`src/rtl/ptmch_spi_cmd_gen_if.sv`:
```
// Command/response bundle between a traffic source and ptmch_spi_cmd_gen.
// The generator sits on the slave side; the command source uses the master modport.
interface ptmch_spi_cmd_gen_if;
    logic        cmd_valid;
    logic        cmd_ready;
    logic [7:0]  cmd_opcode;
    logic [23:0] cmd_arg;
    logic [1:0]  cmd_arg_len;
    logic [1:0]  cmd_rd_len;
    logic [15:0] rd_data;
    logic        done;

    modport master (
        output cmd_valid, cmd_opcode, cmd_arg, cmd_arg_len, cmd_rd_len,
        input  cmd_ready, rd_data, done
    );

    modport slave (
        input  cmd_valid, cmd_opcode, cmd_arg, cmd_arg_len, cmd_rd_len,
        output cmd_ready, rd_data, done
    );
endinterface

```
`src/rtl/ptmch_spi_cmd_gen.sv`:
```
// SPI mode-0 initiator issuing SPI-NAND frames: opcode, 0..3 argument bytes, 0..2 read bytes.
// Optional feature: define PTMCH_SPI_ABORT_EN to add abort_i, which cuts a frame short.
module ptmch_spi_cmd_gen #(
    parameter int unsigned ClkDiv  = 4,
    parameter int unsigned CsSetup = 4,
    parameter int unsigned CsHold  = 4,
    parameter int unsigned CsIdle  = 8
) (
    input  logic                      clk_i,
    input  logic                      rst_ni,
`ifdef PTMCH_SPI_ABORT_EN
    input  logic                      abort_i,
`endif
    ptmch_spi_cmd_gen_if.slave        cmd_if,
    input  logic                      spi_miso_i,
    output logic                      spi_cs_o,
    output logic                      spi_clk_o,
    output logic                      spi_mosi_o
);

    localparam int unsigned MaxAB  = (ClkDiv > CsSetup) ? ClkDiv : CsSetup;
    localparam int unsigned MaxCD  = (CsHold > CsIdle + 1) ? CsHold : CsIdle + 1;
    localparam int unsigned CntMax = (MaxAB > MaxCD) ? MaxAB : MaxCD;
    localparam int unsigned CntW   = $clog2(CntMax + 1);

    localparam logic [CntW-1:0] HalfEnd  = CntW'(ClkDiv - 1);
    localparam logic [CntW-1:0] SetupEnd = CntW'(CsSetup - 1);
    localparam logic [CntW-1:0] HoldEnd  = CntW'(CsHold - 1);
    // The CS-rise cycle is the first GAP cycle, so GAP spans CsIdle + 1 cycles.
    localparam logic [CntW-1:0] GapEnd   = CntW'(CsIdle);

    typedef enum logic [2:0] {StIdle, StSetup, StShift, StHold, StGap} state_e;

    state_e          state_q, state_d;
    logic [CntW-1:0] cnt_q, cnt_d;
    logic [5:0]      bit_q, bit_d;
    logic [5:0]      last_bit_q, last_bit_d;
    logic [5:0]      wr_bits_q, wr_bits_d;
    logic            rd_en_q, rd_en_d;
    logic [30:0]     tx_q, tx_d;
    logic [15:0]     rx_q, rx_d;
    logic            cs_q, cs_d;
    logic            sclk_q, sclk_d;
    logic            mosi_q, mosi_d;
    logic            ready_q, ready_d;
    logic            done_q, done_d;
    logic [15:0]     rd_data_q, rd_data_d;

    logic            abort;
    logic [1:0]      rd_eff;
    logic [2:0]      nbytes;
    logic [23:0]     arg_al;

`ifdef PTMCH_SPI_ABORT_EN
    assign abort = abort_i;
`else
    assign abort = 1'b0;
`endif

    assign rd_eff = (cmd_if.cmd_rd_len == 2'd3) ? 2'd2 : cmd_if.cmd_rd_len;
    assign nbytes = 3'd1 + {1'b0, cmd_if.cmd_arg_len} + {1'b0, rd_eff};

    // Left-justify the used argument bytes so they follow the opcode out of one shifter.
    always_comb begin
        arg_al = 24'h0;
        case (cmd_if.cmd_arg_len)
            2'd0:    arg_al = 24'h0;
            2'd1:    arg_al = {cmd_if.cmd_arg[7:0], 16'h0};
            2'd2:    arg_al = {cmd_if.cmd_arg[15:0], 8'h0};
            default: arg_al = cmd_if.cmd_arg;
        endcase
    end

    always_comb begin
        state_d    = state_q;
        cnt_d      = cnt_q;
        bit_d      = bit_q;
        last_bit_d = last_bit_q;
        wr_bits_d  = wr_bits_q;
        rd_en_d    = rd_en_q;
        tx_d       = tx_q;
        rx_d       = rx_q;
        cs_d       = cs_q;
        sclk_d     = sclk_q;
        mosi_d     = mosi_q;
        ready_d    = ready_q;
        done_d     = 1'b0;
        rd_data_d  = rd_data_q;

        if ((state_q == StSetup || state_q == StShift || state_q == StHold) && abort) begin
            state_d = StGap;
            cnt_d   = '0;
            cs_d    = 1'b1;
            sclk_d  = 1'b0;
            mosi_d  = 1'b0;
        end else begin
            unique case (state_q)
                StIdle: begin
                    if (cmd_if.cmd_valid && ready_q) begin
                        state_d    = StSetup;
                        cnt_d      = '0;
                        bit_d      = '0;
                        last_bit_d = {nbytes, 3'b000} - 6'd1;
                        wr_bits_d  = {3'd1 + {1'b0, cmd_if.cmd_arg_len}, 3'b000};
                        rd_en_d    = (rd_eff != 2'd0);
                        tx_d       = {cmd_if.cmd_opcode[6:0], arg_al};
                        rx_d       = '0;
                        cs_d       = 1'b0;
                        mosi_d     = cmd_if.cmd_opcode[7];
                        ready_d    = 1'b0;
                    end
                end
                StSetup: begin
                    if (cnt_q == SetupEnd) begin
                        state_d = StShift;
                        cnt_d   = '0;
                    end else begin
                        cnt_d = cnt_q + 1'b1;
                    end
                end
                StShift: begin
                    if (cnt_q != HalfEnd) begin
                        cnt_d = cnt_q + 1'b1;
                    end else begin
                        cnt_d = '0;
                        if (!sclk_q) begin
                            sclk_d = 1'b1;
                            if (bit_q >= wr_bits_q) begin
                                rx_d = {rx_q[14:0], spi_miso_i};
                            end
                        end else begin
                            sclk_d = 1'b0;
                            if (bit_q == last_bit_q) begin
                                mosi_d  = 1'b0;
                                state_d = StHold;
                            end else begin
                                // Zero fill past the write bytes keeps MOSI low for read bytes.
                                bit_d  = bit_q + 6'd1;
                                mosi_d = tx_q[30];
                                tx_d   = {tx_q[29:0], 1'b0};
                            end
                        end
                    end
                end
                StHold: begin
                    if (cnt_q == HoldEnd) begin
                        state_d = StGap;
                        cnt_d   = '0;
                        cs_d    = 1'b1;
                        done_d  = 1'b1;
                        if (rd_en_q) begin
                            rd_data_d = rx_q;
                        end
                    end else begin
                        cnt_d = cnt_q + 1'b1;
                    end
                end
                StGap: begin
                    if (cnt_q == GapEnd) begin
                        state_d = StIdle;
                        cnt_d   = '0;
                        ready_d = 1'b1;
                    end else begin
                        cnt_d = cnt_q + 1'b1;
                    end
                end
                default: begin
                    state_d = StIdle;
                    cnt_d   = '0;
                    cs_d    = 1'b1;
                    sclk_d  = 1'b0;
                    mosi_d  = 1'b0;
                    ready_d = 1'b1;
                end
            endcase
        end
    end

    always_ff @(posedge clk_i or negedge rst_ni) begin
        if (!rst_ni) begin
            state_q    <= StIdle;
            cnt_q      <= '0;
            bit_q      <= '0;
            last_bit_q <= '0;
            wr_bits_q  <= '0;
            rd_en_q    <= 1'b0;
            tx_q       <= '0;
            rx_q       <= '0;
            cs_q       <= 1'b1;
            sclk_q     <= 1'b0;
            mosi_q     <= 1'b0;
            ready_q    <= 1'b1;
            done_q     <= 1'b0;
            rd_data_q  <= '0;
        end else begin
            state_q    <= state_d;
            cnt_q      <= cnt_d;
            bit_q      <= bit_d;
            last_bit_q <= last_bit_d;
            wr_bits_q  <= wr_bits_d;
            rd_en_q    <= rd_en_d;
            tx_q       <= tx_d;
            rx_q       <= rx_d;
            cs_q       <= cs_d;
            sclk_q     <= sclk_d;
            mosi_q     <= mosi_d;
            ready_q    <= ready_d;
            done_q     <= done_d;
            rd_data_q  <= rd_data_d;
        end
    end

    assign spi_cs_o         = cs_q;
    assign spi_clk_o        = sclk_q;
    assign spi_mosi_o       = mosi_q;
    assign cmd_if.cmd_ready = ready_q;
    assign cmd_if.done      = done_q;
    assign cmd_if.rd_data   = rd_data_q;

endmodule
```
`src/flat_wrapper.sv`:
```
// flat-port wrapper written by rule: the top's interface ports become plain ports
module ptmch_spi_cmd_gen_flat 
#(
    parameter int unsigned ClkDiv  = 4,
    parameter int unsigned CsSetup = 4,
    parameter int unsigned CsHold  = 4,
    parameter int unsigned CsIdle  = 8
)
  (clk_i, rst_ni, spi_miso_i, spi_cs_o, spi_clk_o, spi_mosi_o, cmd_if_cmd_valid, cmd_if_cmd_opcode, cmd_if_cmd_arg, cmd_if_cmd_arg_len, cmd_if_cmd_rd_len, cmd_if_cmd_ready, cmd_if_rd_data, cmd_if_done);
  ptmch_spi_cmd_gen_if cmd_if_i ();
  input  logic clk_i;
  input  logic rst_ni;
  input  logic spi_miso_i;
  output logic spi_cs_o;
  output logic spi_clk_o;
  output logic spi_mosi_o;
  input wire logic [$bits(cmd_if_i.cmd_valid)-1:0] cmd_if_cmd_valid;
  input wire logic [$bits(cmd_if_i.cmd_opcode)-1:0] cmd_if_cmd_opcode;
  input wire logic [$bits(cmd_if_i.cmd_arg)-1:0] cmd_if_cmd_arg;
  input wire logic [$bits(cmd_if_i.cmd_arg_len)-1:0] cmd_if_cmd_arg_len;
  input wire logic [$bits(cmd_if_i.cmd_rd_len)-1:0] cmd_if_cmd_rd_len;
  output wire logic [$bits(cmd_if_i.cmd_ready)-1:0] cmd_if_cmd_ready;
  output wire logic [$bits(cmd_if_i.rd_data)-1:0] cmd_if_rd_data;
  output wire logic [$bits(cmd_if_i.done)-1:0] cmd_if_done;
  assign cmd_if_i.cmd_valid = cmd_if_cmd_valid;
  assign cmd_if_i.cmd_opcode = cmd_if_cmd_opcode;
  assign cmd_if_i.cmd_arg = cmd_if_cmd_arg;
  assign cmd_if_i.cmd_arg_len = cmd_if_cmd_arg_len;
  assign cmd_if_i.cmd_rd_len = cmd_if_cmd_rd_len;
  assign cmd_if_cmd_ready = cmd_if_i.cmd_ready;
  assign cmd_if_rd_data = cmd_if_i.rd_data;
  assign cmd_if_done = cmd_if_i.done;
  ptmch_spi_cmd_gen #(.ClkDiv(ClkDiv), .CsSetup(CsSetup), .CsHold(CsHold), .CsIdle(CsIdle)) u_core (.clk_i(clk_i), .rst_ni(rst_ni), .cmd_if(cmd_if_i), .spi_miso_i(spi_miso_i), .spi_cs_o(spi_cs_o), .spi_clk_o(spi_clk_o), .spi_mosi_o(spi_mosi_o));
endmodule
```
`config.mk`:
```
export PLATFORM = sky130hd
export DESIGN_NAME = ptmch_spi_cmd_gen_flat
export DESIGN_NICKNAME = d
export VERILOG_FILES = /design/src/rtl/ptmch_spi_cmd_gen_if.sv /design/src/rtl/ptmch_spi_cmd_gen.sv /design/src/flat_wrapper.sv
export SDC_FILE = /design/constraint.sdc
export NUM_CORES = 1
export LEC_CHECK = 0
export BUFFER_PORTS_ARGS = -buffer_cell sky130_fd_sc_hd__buf_2
export CAP_MARGIN = 40
export CORE_ASPECT_RATIO = 1.2
export CORE_MARGIN = 5
export CORE_UTILIZATION = 59
export DETAILED_ROUTE_END_ITERATION = 16
export GPL_TIMING_DRIVEN = 0
export PLACE_DENSITY_LB_ADDON = 0.15
export SLEW_MARGIN = 30
export SYNTH_ARGS = -nofsm -noshare
export SYNTH_HDL_FRONTEND = slang
export SYNTH_SLANG_ARGS = --single-unit
```
`constraint.sdc`:
```
create_clock -name clk_i -period 5.1 [get_ports clk_i]
set_input_delay 1.53 -clock clk_i [delete_from_list [all_inputs] [get_ports clk_i]]
set_output_delay 1.53 -clock clk_i [all_outputs]
set_load 0.02 [all_outputs]
```
==> impl_metrics.env <==
export IMPL_outcome="complete, no violations"
export IMPL_firstDrtPassIters=4
export IMPL_overflow=0
export IMPL_synthCells=451
export IMPL_rows=35
export IMPL_reg2reg_to="u_core.rx_q[13]"
export IMPL_synthToLayoutAreaGrowth_pct=13.94
export IMPL_wl_per_cell_um=16.07
export IMPL_clock_skew_ns=0.01433
export IMPL_layout_min_cycle_time_ns=2.991
export IMPL_grtUsageTotal=0.2194
export IMPL_die_h_um=108.0
export IMPL_hold_class="reg2reg"
export IMPL_ys_seq_elements=89
export IMPL_start_util=0.6090
export IMPL_r2r_slack_ns=2.65
export IMPL_postCtsSetupRepairBufs=0
export IMPL_clock_latency_ns=0.37
export IMPL_whs_ns=0.4992
export IMPL_synth_edf_count=0
export IMPL_swShare=0.3659
export IMPL_async_flop_share=1.000
export IMPL_grt_pass1_wl_um=17290
export IMPL_nNetsFinal=576
export IMPL_fmax_mhz=334.4
export IMPL_combPwrFrac=0.417
export IMPL_slew_headroom=0.5684
export IMPL_antenna_found_initial=0
export IMPL_clkPwrFrac=0.181
export IMPL_required_ns=5.39
export IMPL_crit_chain="buf_2, inv_1, ha_1, inv_1, fa_1, inv_1, ha_1, xor2_1, xnor2_1, o21ai_0"
export IMPL_ys_flop_type="dfrtp_1"
export IMPL_coreArea_um2=7751
export IMPL_cts_resized_gates=0
export IMPL_stdcell_count=620
export IMPL_path_class="in2reg"
export IMPL_cp_max_fo=4
export IMPL_maxCapViolCount=0
export IMPL_netlist_area_um2=4721
export IMPL_clk_pin_slew_worst_paths_ns=0.10
export IMPL_critPathMaxStageDelay_ns=0.52
export IMPL_p_leak_nw=2.596
export IMPL_place_inst=604
export IMPL_h_tree_depth=3
export IMPL_power_density_nw_per_um2=526.1
export IMPL_crit_top_cell="inv_1"
export IMPL_dr_first_iter_drc_count=143
export IMPL_dieWidth_um=91.66
export IMPL_clock_tree_buffer_depth=2
export IMPL_ant_nets=0
export IMPL_cts_sinks=89
export IMPL_rsz0062_at_grt="no"
export IMPL_yosys_cell_types_count=49
export IMPL_r2r_start="u_core.state_q[0]"
export IMPL_drt_vias_per_instance=5.742
export IMPL_switching_power_mw=1.035
export IMPL_min_period_over_period=0.5864
export IMPL_grt_max_degree=61
export IMPL_critPathCapture="u_core.last_bit_q[5]"
export IMPL_crit_path_start="cmd_if_cmd_arg_len[0]"
export IMPL_fin_tns_setup_ns=0
export IMPL_total_power_mw=2.830
export IMPL_root_buffer="clkbuf_8"
export IMPL_regArea_um2=2230
export IMPL_critPathSlowestCell="fa_1"
export IMPL_ys_seq_area_frac=0.4723
export IMPL_ctsHoldBuffers=0
export IMPL_worst_r2r_cell_count=7
export IMPL_antenna_diode_count=0
export IMPL_cts_tree="built"
export IMPL_pwr_share_seq=0.402
export IMPL_tightestPinTransition_ns=0.6446
export IMPL_synth_nets=504
export IMPL_hpwl_um=7422
export IMPL_crit_path_end_kind="register"
export IMPL_finalHoldViolCount=0
export IMPL_wl_um=9961
export IMPL_ys_warn_count=0
export IMPL_n_fill_cell=600
export IMPL_p_int_mw=1.794
export IMPL_cp_arrival_ns=3.28
export IMPL_die_area_um2=9897
export IMPL_startpoint_type="primary input"
export IMPL_io_pins=61
export IMPL_slew_violations=0
export IMPL_setup_violations_final=0
export IMPL_drc=0
export IMPL_grt_pass1_vias=3634
export IMPL_numCtsBuffers=9
export IMPL_peakVddDrop_mv=0.2761
export IMPL_multi_input_area_um2=2237
export IMPL_numPortBuffers=60
export IMPL_gp_congestion=0.8771
export IMPL_drive_gt1_frac=0.2841
export IMPL_vias=3560
export IMPL_synth_avg_cell_area_um2=10.47
-- power groups by stage --
stage	Clock (mW)	Sequential (mW)	Combinational (mW)
finish	0.512	1.14	1.18
global route	0.549	1.17	1.31
global placement	0	1.13	1.15
CTS	0.520	1.14	1.19
detailed placement	0	1.14	1.19
floorplan	0	1.14	0.901
-- how the worst min path moves through the flow --
stage                         start              endpoint  slack [ns]  cells after the start
3_5_place_dp    u_core.wr_bits_q[4]   u_core.wr_bits_q[4]        0.48                      2
5_1_grt              u_core.tx_q[5]        u_core.tx_q[5]        0.52                      1
3_3_place_gp    u_core.wr_bits_q[4]   u_core.wr_bits_q[4]        0.46                      2
2_1_floorplan        u_core.rd_en_q        u_core.rd_en_q        0.44                      2
6_report       u_core.last_bit_q[2]  u_core.last_bit_q[2]        0.50                      1
4_1_cts         u_core.wr_bits_q[4]   u_core.wr_bits_q[4]        0.50                      2
-- layer usage --
metal	global-route usage	part of all wire
met1	0.2758	0.43
met2	0.3666	0.49
met3	0.05219	0.054
met4	0.08728	0.030
met5	0	0
-- registers in the layout, indices dropped and copies added (netlist names), 3 cells and up --
register,count
u_core.tx_q,31
u_core.cnt_q,4
u_core.wr_bits_q,3
u_core.state_q,3
u_core.rx_q,16
u_core.bit_q,6
u_core.last_bit_q,4
u_core.cmd_if.rd_data,16
-- Yosys cell counts (all sizes together), types with 4 or more instances --
cell     n  area share
inv     24       0.019
nor2    29       0.023
nand2   74       0.059
a31oi   11       0.015
nand3b   9       0.014
o21ai   13       0.014
a21oi    6      0.0064
xnor2    5      0.0093
a221oi   8       0.015
o211ai   4      0.0074
o31ai    8       0.013
o22ai    4      0.0053
dfrtp   87        0.46
nand3   14       0.015
mux2    55        0.15
mux2i   10       0.021
clkbuf  14       0.011
ha      12       0.032
nor2b   10       0.013
buf     16       0.024
-- final cells by class --
type / count / share of cell area
clock inverter: 6 / 0.01326
inverter: 24 / 0.01675
clock buffer: 10 / 0.02559
tap: 92 / 0.02140
timing repair buffer: 61 / 0.06211
multi-input combinational: 308 / 0.4159
buffer: 30 / 0.03047
sequential: 89 / 0.4145
-- layout by cell type, fill, tap and decap left out, types with 11 or more instances in the layout --
cell type | synthesis | routed
dfrtp_1 | 87 | 87
nand2_1 | 74 | 74
buf_2 | 5 | 64
mux2_2 | 32 | 32
nor2_1 | 29 | 29
inv_1 | 24 | 24
mux2_4 | 23 | 23
clkbuf_1 | 14 | 14
nand3_1 | 14 | 14
o21ai_0 | 13 | 13
ha_1 | 12 | 12
a31oi_1 | 11 | 11
-- cell families after synthesis --
group | Yosys count | synth area share
buffers and inverters | 54 | 0.05380
XOR/XNOR | 8 | 0.01484
AND/OR/NAND/NOR | 154 | 0.1519
multiplexers | 65 | 0.1707
flip-flops | 89 | 0.4723
adder cells (fa/ha/maj) | 13 | 0.03604
AO/OA/AOI/OAI | 68 | 0.1005
-- metrics by stage --
step	utilization	cell area [µm²]	setup WS, ns
after floorplan	-	4721	2.009
after global placement	0.6626	5136	1.721
after detailed placement	0.6670	5170	1.722
after CTS	0.6939	5379	2.119
after global routing	0.6939	5379	1.993
final	0.6939	5379	2.109
-- worst max-delay path: cells and delay by family --
kind | cells | cell delay [ns]
adders and majority gates | 3 | 1.02
AOI/OAI and AO/OA | 1 | 0.15
buffers and inverters | 4 | 0.32
xor gates and xnor gates | 2 | 0.27
Power figures use the tool's default switching activity.
